**src/rtl/seq_det_sched.sv**
```systemverilog
// -----------------------------------------------------------------------------
// seq_det_sched
//
// Two-requester round-robin front end feeding a "101" sequence counter.
// A granted frame is shifted MSB first through a non-overlapping Mealy
// detector for W cycles, then the match count is reported for one cycle.
//
// Ports
//   clk         : single clock, all state changes on its rising edge
//   reset       : synchronous, active-high reset
//   req0_valid  : requester 0 has a frame
//   req0_data   : requester 0 frame (W bits, MSB sent first)
//   req0_ready  : requester 0 frame accepted this cycle (combinational)
//   req1_valid  : requester 1 has a frame
//   req1_data   : requester 1 frame (W bits, MSB sent first)
//   req1_ready  : requester 1 frame accepted this cycle (combinational)
//   busy        : frame being shifted or reported
//   det_out     : Mealy detect pulse for the bit shifted this cycle
//   res_valid   : one-cycle result strobe
//   res_id      : requester owning the result
//   res_count   : number of "101" matches in the frame
// -----------------------------------------------------------------------------
module seq_det_sched #(
  parameter int W = 8
) (
  input  logic         clk,
  input  logic         reset,
  input  logic         req0_valid,
  input  logic [W-1:0] req0_data,
  output logic         req0_ready,
  input  logic         req1_valid,
  input  logic [W-1:0] req1_data,
  output logic         req1_ready,
  output logic         busy,
  output logic         det_out,
  output logic         res_valid,
  output logic         res_id,
  output logic [3:0]   res_count
);

  localparam int CW = $clog2(W);
  localparam logic [CW-1:0] LAST_BIT = CW'(W - 1);

  typedef enum logic [1:0] {IDLE, SHIFT, DONE} state_t;
  typedef enum logic [1:0] {S0, S1, S2} det_t;

  state_t        state_reg, state_next;
  det_t          det_reg, det_next;
  logic [W-1:0]  shift_reg, shift_next;
  logic [CW-1:0] bit_cnt_reg, bit_cnt_next;
  logic [3:0]    match_reg, match_next;
  logic          owner_reg, owner_next;
  // 1 means requester 1 was granted last, so requester 0 wins a tie next.
  logic          last_grant_reg, last_grant_next;
  logic          res_id_reg, res_id_next;
  logic [3:0]    res_count_reg, res_count_next;

  logic grant0, grant1;
  logic cur_bit;
  logic det_hit;

  // Grants are only offered in IDLE; they are masked while reset is held so
  // nothing can be accepted on the same edge that clears the block.
  always_comb begin
    grant0 = 1'b0;
    grant1 = 1'b0;
    if (state_reg == IDLE && !reset) begin
      if (req0_valid && req1_valid) begin
        grant0 = last_grant_reg;
        grant1 = !last_grant_reg;
      end else begin
        grant0 = req0_valid;
        grant1 = req1_valid;
      end
    end
  end

  assign cur_bit = shift_reg[W-1];
  assign det_hit = (state_reg == SHIFT) && (det_reg == S2) && cur_bit;

  always_comb begin
    state_next      = state_reg;
    det_next        = det_reg;
    shift_next      = shift_reg;
    bit_cnt_next    = bit_cnt_reg;
    match_next      = match_reg;
    owner_next      = owner_reg;
    last_grant_next = last_grant_reg;
    res_id_next     = res_id_reg;
    res_count_next  = res_count_reg;

    case (state_reg)
      IDLE: begin
        if (grant0 || grant1) begin
          shift_next      = grant1 ? req1_data : req0_data;
          owner_next      = grant1;
          last_grant_next = grant1;
          bit_cnt_next    = '0;
          match_next      = '0;
          det_next        = S0;
          state_next      = SHIFT;
        end
      end
      SHIFT: begin
        case (det_reg)
          S0:      det_next = cur_bit ? S1 : S0;
          S1:      det_next = cur_bit ? S1 : S2;
          S2:      det_next = S0;
          default: det_next = S0;
        endcase
        shift_next   = {shift_reg[W-2:0], 1'b0};
        match_next   = match_reg + {3'b000, det_hit};
        bit_cnt_next = bit_cnt_reg + CW'(1);
        if (bit_cnt_reg == LAST_BIT) begin
          // Result registers only change here, so they hold between frames.
          res_id_next    = owner_reg;
          res_count_next = match_reg + {3'b000, det_hit};
          state_next     = DONE;
        end
      end
      DONE: begin
        state_next = IDLE;
      end
      default: begin
        state_next = IDLE;
      end
    endcase
  end

  always_ff @(posedge clk) begin
    if (reset) begin
      state_reg      <= IDLE;
      det_reg        <= S0;
      shift_reg      <= '0;
      bit_cnt_reg    <= '0;
      match_reg      <= '0;
      owner_reg      <= 1'b0;
      last_grant_reg <= 1'b1;
      res_id_reg     <= 1'b0;
      res_count_reg  <= '0;
    end else begin
      state_reg      <= state_next;
      det_reg        <= det_next;
      shift_reg      <= shift_next;
      bit_cnt_reg    <= bit_cnt_next;
      match_reg      <= match_next;
      owner_reg      <= owner_next;
      last_grant_reg <= last_grant_next;
      res_id_reg     <= res_id_next;
      res_count_reg  <= res_count_next;
    end
  end

  assign req0_ready = grant0;
  assign req1_ready = grant1;
  assign busy       = (state_reg != IDLE);
  assign det_out    = det_hit;
  assign res_valid  = (state_reg == DONE);
  assign res_id     = res_id_reg;
  assign res_count  = res_count_reg;

endmodule

```
**config.mk**
```make
export PLATFORM = sky130hd
export DESIGN_NAME = seq_det_sched
export DESIGN_NICKNAME = d
export VERILOG_FILES = /design/src/rtl/seq_det_sched.sv
export SDC_FILE = /design/constraint.sdc
export NUM_CORES = 1
export LEC_CHECK = 0
export BUFFER_PORTS_ARGS = -buffer_cell sky130_fd_sc_hd__clkbuf_2
export CORE_MARGIN = 2
export CORE_UTILIZATION = 50
export CTS_BUF_LIST = sky130_fd_sc_hd__clkbuf_8 sky130_fd_sc_hd__clkbuf_16
export DETAILED_ROUTE_END_ITERATION = 8
export GPL_ROUTABILITY_DRIVEN = 0
export GPL_TIMING_DRIVEN = 0
export PLACE_DENSITY = 0.84
export SLEW_MARGIN = 30
export SYNTH_ARGS = -nofsm -noshare
export SYNTH_HDL_FRONTEND = slang
export SYNTH_SLANG_ARGS = --single-unit
```
**constraint.sdc**
```tcl
create_clock -name clk -period 2.5 [get_ports clk]
set_input_delay 0.25 -clock clk [delete_from_list [all_inputs] [get_ports clk]]
set_output_delay 0.25 -clock clk [all_outputs]
set_load 0.05 [all_outputs]
```
==> results_tabular.tex <==
\begin{tabular}{lr}
\hline
Metric & Value \\
\hline
\multicolumn{2}{l}{\textbf{Global route}} \\
\quad First-pass GRT wire length & roughly 3800 um \\
\quad Global route total overflow & 0 \\
\quad Vias in the first global route & 841 \\
\quad Largest net degree at the start of global routing & 15 \\
\quad Aggregate global-route resource usage & 0.1808 \\
\quad Number of antenna violations at the first check in global routing & 0 \\
\multicolumn{2}{l}{\textbf{Power and ir drop}} \\
\quad Power Density & about 560 mW/mm2 \\
\quad Leakage power & approximately 0.63 nW \\
\quad Total power consumption of the routed design & approximately 800 uW \\
\quad Maximum VDD drop & between 0.3 and 0.4 mV \\
\multicolumn{2}{l}{\textbf{Timing}} \\
\quad Final setup violation count & 0 \\
\quad Fin. max-slew vios & 0 \\
\quad Worst slew pin tran & 0.5945 ns \\
\quad Crit path time final & around 1.8 ns \\
\quad Skew final & 0.003441 ns \\
\quad RSZ-0062 raised after global routing & false \\
\quad Final hold violation count & 0 \\
\quad Fmax & around 0.57 GHz \\
\quad Final period utilization & 0.7056 \\
\quad Summed negative setup slack over all endpoints & 0 ns \\
\quad Slew Limit Headroom & 0.6010 \\
\multicolumn{2}{l}{\textbf{Layout}} \\
\quad Max FFs per register & 8 \\
\quad Final Non-Filler Cells & approximately 180 \\
\quad Synth-to-layout area growth & 19.54\% \\
\quad Number of diodes & 0 \\
\quad Fraction of final layout cells with drive strength greater than 1 & 0.2885 \\
\quad Core occupancy in the finished layout & 0.6382 \\
\quad Final \#Nets & 181 \\
\multicolumn{2}{l}{\textbf{Run status}} \\
\quad Run status & completed \\
\multicolumn{2}{l}{\textbf{Setup path}} \\
\quad Worst setup SP type & flip-flop \\
\quad Setup slack, reg-to-reg & 0.74 ns \\
\quad Critical path data arrival time & a little under 2 ns \\
\quad Start-to-end type of the worst setup path & flip-flop to flip-flop \\
\quad Critical Path End Type & flip-flop \\
\quad Critical path required time & 2.70 ns \\
\quad CP max FO & 10 \\
\multicolumn{2}{l}{\textbf{Placed design}} \\
\quad Number of cells in the design after placement & 180 \\
\quad DP Wirelength & between 1500 and 2000 um \\
\quad Port-buffer cells & 29 \\
\multicolumn{2}{l}{\textbf{Floorplan}} \\
\quad Die width & roughly 53 um \\
\quad Die Span Y & $\sim$53 um \\
\quad Total die area & approximately 0.0028 mm2 \\
\quad Effective utilization at floorplan & 0.5339 \\
\quad I/O pin cnt & 30 \\
\quad Area of the core region & 0.002255 mm2 \\
\quad FP Rows & 17 \\
\multicolumn{2}{l}{\textbf{Synth}} \\
\quad Synth Cell Area & around 0.0012 mm2 \\
\quad Synthesized area per cell & 9.786 um2 \\
\quad Cell with the most instances after synthesis & sky130\_fd\_sc\_hd\_\_dfxtp\_1 \\
\quad Number of register bits inferred by synthesis & 26 \\
\quad Post-Synthesis Cells & roughly 120 \\
\quad Number of warnings printed during yosys synthesis & 0 \\
\quad Top\_reg\_cell synth & sky130\_fd\_sc\_hd\_\_dfxtp\_1 \\
\quad Top cells by count, synth & sky130\_fd\_sc\_hd\_\_dfxtp\_1 (26), sky130\_fd\_sc\_hd\_\_inv\_1 (13), sky130\_fd\_sc\_hd\_\_mux2i\_1 (11) \\
\quad Fraction of post-synthesis cell area in the top cell type by area & 0.4324 \\
\quad Main area contributors after synthesis & sky130\_fd\_sc\_hd\_\_dfxtp\_1 (43\%), sky130\_fd\_sc\_hd\_\_mux2i\_1 (9.1\%), sky130\_fd\_sc\_hd\_\_o221ai\_1 (5.1\%) \\
\quad Number of unique standard cell types used by synthesis & 38 \\
\quad Number of synthesized flops with an enable pin & 0 \\
\quad Sequential element share of the synthesized area & 0.4324 \\
\quad Post-synth net total & approximately 150 \\
\quad Async SR Flop Fraction & 0 \\
\quad Leading area contributor after synthesis & sky130\_fd\_sc\_hd\_\_dfxtp\_1 \\
\multicolumn{2}{l}{\textbf{CTS}} \\
\quad \# hold bufs at CTS & 0 \\
\quad Root buffer selected by CTS & sky130\_fd\_sc\_hd\_\_clkbuf\_8 \\
\quad CTS tree & built \\
\quad Later-pin clock latency in the skew report & approximately 0.26 ns \\
\quad Clock-pin slew of the registers on the worst-case setup and hold paths & 0.09 ns \\
\quad Clock Sinks & 26 \\
\quad Number of gates resized after cts & 0 \\
\quad Post-CTS Setup Repair Bufs & 0 \\
\quad Clk buf depth & 2 \\
\quad TritonCTS Buffers & 3 \\
\quad H-tree lvl count & 1 \\
\multicolumn{2}{l}{\textbf{Route}} \\
\quad WL/cell & roughly 13 um \\
\quad Detailed router's first-iteration violation count & 9 \\
\quad Post-detailed-route count of antenna-violating nets & 0 \\
\quad DRT Pass-1 Iters & 5 \\
\quad Post-DR vias/cell & around 5.5 \\
\quad Detailed Route WL & around 2300 um \\
\quad Number of design rule violations left after detail routing & 0 \\
\quad Total number of vias & about 1k \\
\multicolumn{2}{l}{\textbf{Flow run}} \\
\quad Number of maximum-capacitance violations & 0 \\
\multicolumn{2}{l}{\textbf{Min path}} \\
\quad Worst min-delay path category & input pin to flip-flop \\
\hline
\end{tabular}
-- final timing paths --
check,startpoint,endpoint,cells after the start
min reg2reg,shift_reg[1],shift_reg[2],2
min,req0_data[4],shift_reg[4],3
max reg2reg,state_reg[1],match_reg[2],9
max,state_reg[1],match_reg[2],9
-- per-layer routing --
layer | share of wire | GRT usage | up-vias
met3 | 0.038 | 0.02542 | 2
met4 | 0.0086 | 0.06410 | 0
met2 | 0.49 | 0.2896 | 29
met1 | 0.46 | 0.2469 | 471
li1 | - | - | 510
met5 | 0 | 0 | -
-- critical path, cell delays in order (launching register included) --
cell                      delay (ns)
sky130_fd_sc_hd__dfxtp_1        0.34
sky130_fd_sc_hd__buf_6          0.15
sky130_fd_sc_hd__inv_1          0.11
sky130_fd_sc_hd__nand4_1        0.12
sky130_fd_sc_hd__nor2_1         0.17
sky130_fd_sc_hd__ha_1           0.20
sky130_fd_sc_hd__ha_1           0.20
sky130_fd_sc_hd__nor3b_1        0.19
sky130_fd_sc_hd__o21ai_0        0.11
sky130_fd_sc_hd__a21oi_1        0.12
-- per-stage QoR --
| stage | cell area [um2] | hold WS, ns | worst slack (ns) |
|---|---|---|---|
| 5_1_grt | 1439 | 0.2851 | 0.5300 |
| 6_report | 1439 | 0.2699 | 0.7360 |
| 4_1_cts | 1439 | 0.2731 | 0.7231 |
| 3_5_place_dp | 1384 | 0.4441 | 0.7293 |
| 3_3_place_gp | 1384 | 0.4370 | 0.8400 |
| 2_1_floorplan | 1204 | 0.4251 | 0.2910 |
-- area by class of cell --
| type | count | area, um2 |
|---|---|---|
| multi-input combinational | 78 | 586.8 |
| clock buffer | 4 | 55.05 |
| inverter | 13 | 48.80 |
| tap | 28 | 35.03 |
| sequential | 26 | 520.5 |
| timing repair buffer | 29 | 145.1 |
| fill | 182 | 815.8 |
| buffer | 6 | 47.55 |
-- where the power goes --
part           total (mW)  internal (mW)  leakage [nW]  switching, mW
Sequential          0.439          0.430         0.212        0.00892
Combinational      0.0968         0.0419         0.388         0.0549
Clock               0.263          0.140        0.0288          0.123
-- kinds of logic (layout without fill, tap and decap cells) --
family / count (synthesis) / in the layout / synth area share
fa+ha+maj: 4 / 4 / 0.04158
mux: 11 / 11 / 0.09148
xor+xnor: 2 / 2 / 0.01456
compound gates: 29 / 29 / 0.1913
flops: 26 / 26 / 0.4324
buf+inv: 19 / 52 / 0.08004
simple gates: 32 / 32 / 0.1487
-- cell usage in the layout (no fill, tap or decap), types with 2 or more instances in the layout --
cell type	instances
sky130_fd_sc_hd__a211oi_1	2
sky130_fd_sc_hd__inv_1	13
sky130_fd_sc_hd__and2_1	2
sky130_fd_sc_hd__nand2_1	8
sky130_fd_sc_hd__buf_4	2
sky130_fd_sc_hd__buf_6	2
sky130_fd_sc_hd__a22o_1	4
sky130_fd_sc_hd__clkbuf_2	29
sky130_fd_sc_hd__a21oi_1	2
sky130_fd_sc_hd__clkbuf_8	4
sky130_fd_sc_hd__ha_1	4
sky130_fd_sc_hd__mux2i_1	11
sky130_fd_sc_hd__o2bb2ai_1	2
sky130_fd_sc_hd__nor2_1	10
sky130_fd_sc_hd__buf_2	2
sky130_fd_sc_hd__o221ai_1	7
sky130_fd_sc_hd__nand3_1	2
sky130_fd_sc_hd__dfxtp_1	26
sky130_fd_sc_hd__o21ai_0	3
(Power assumes the default switching activity.)
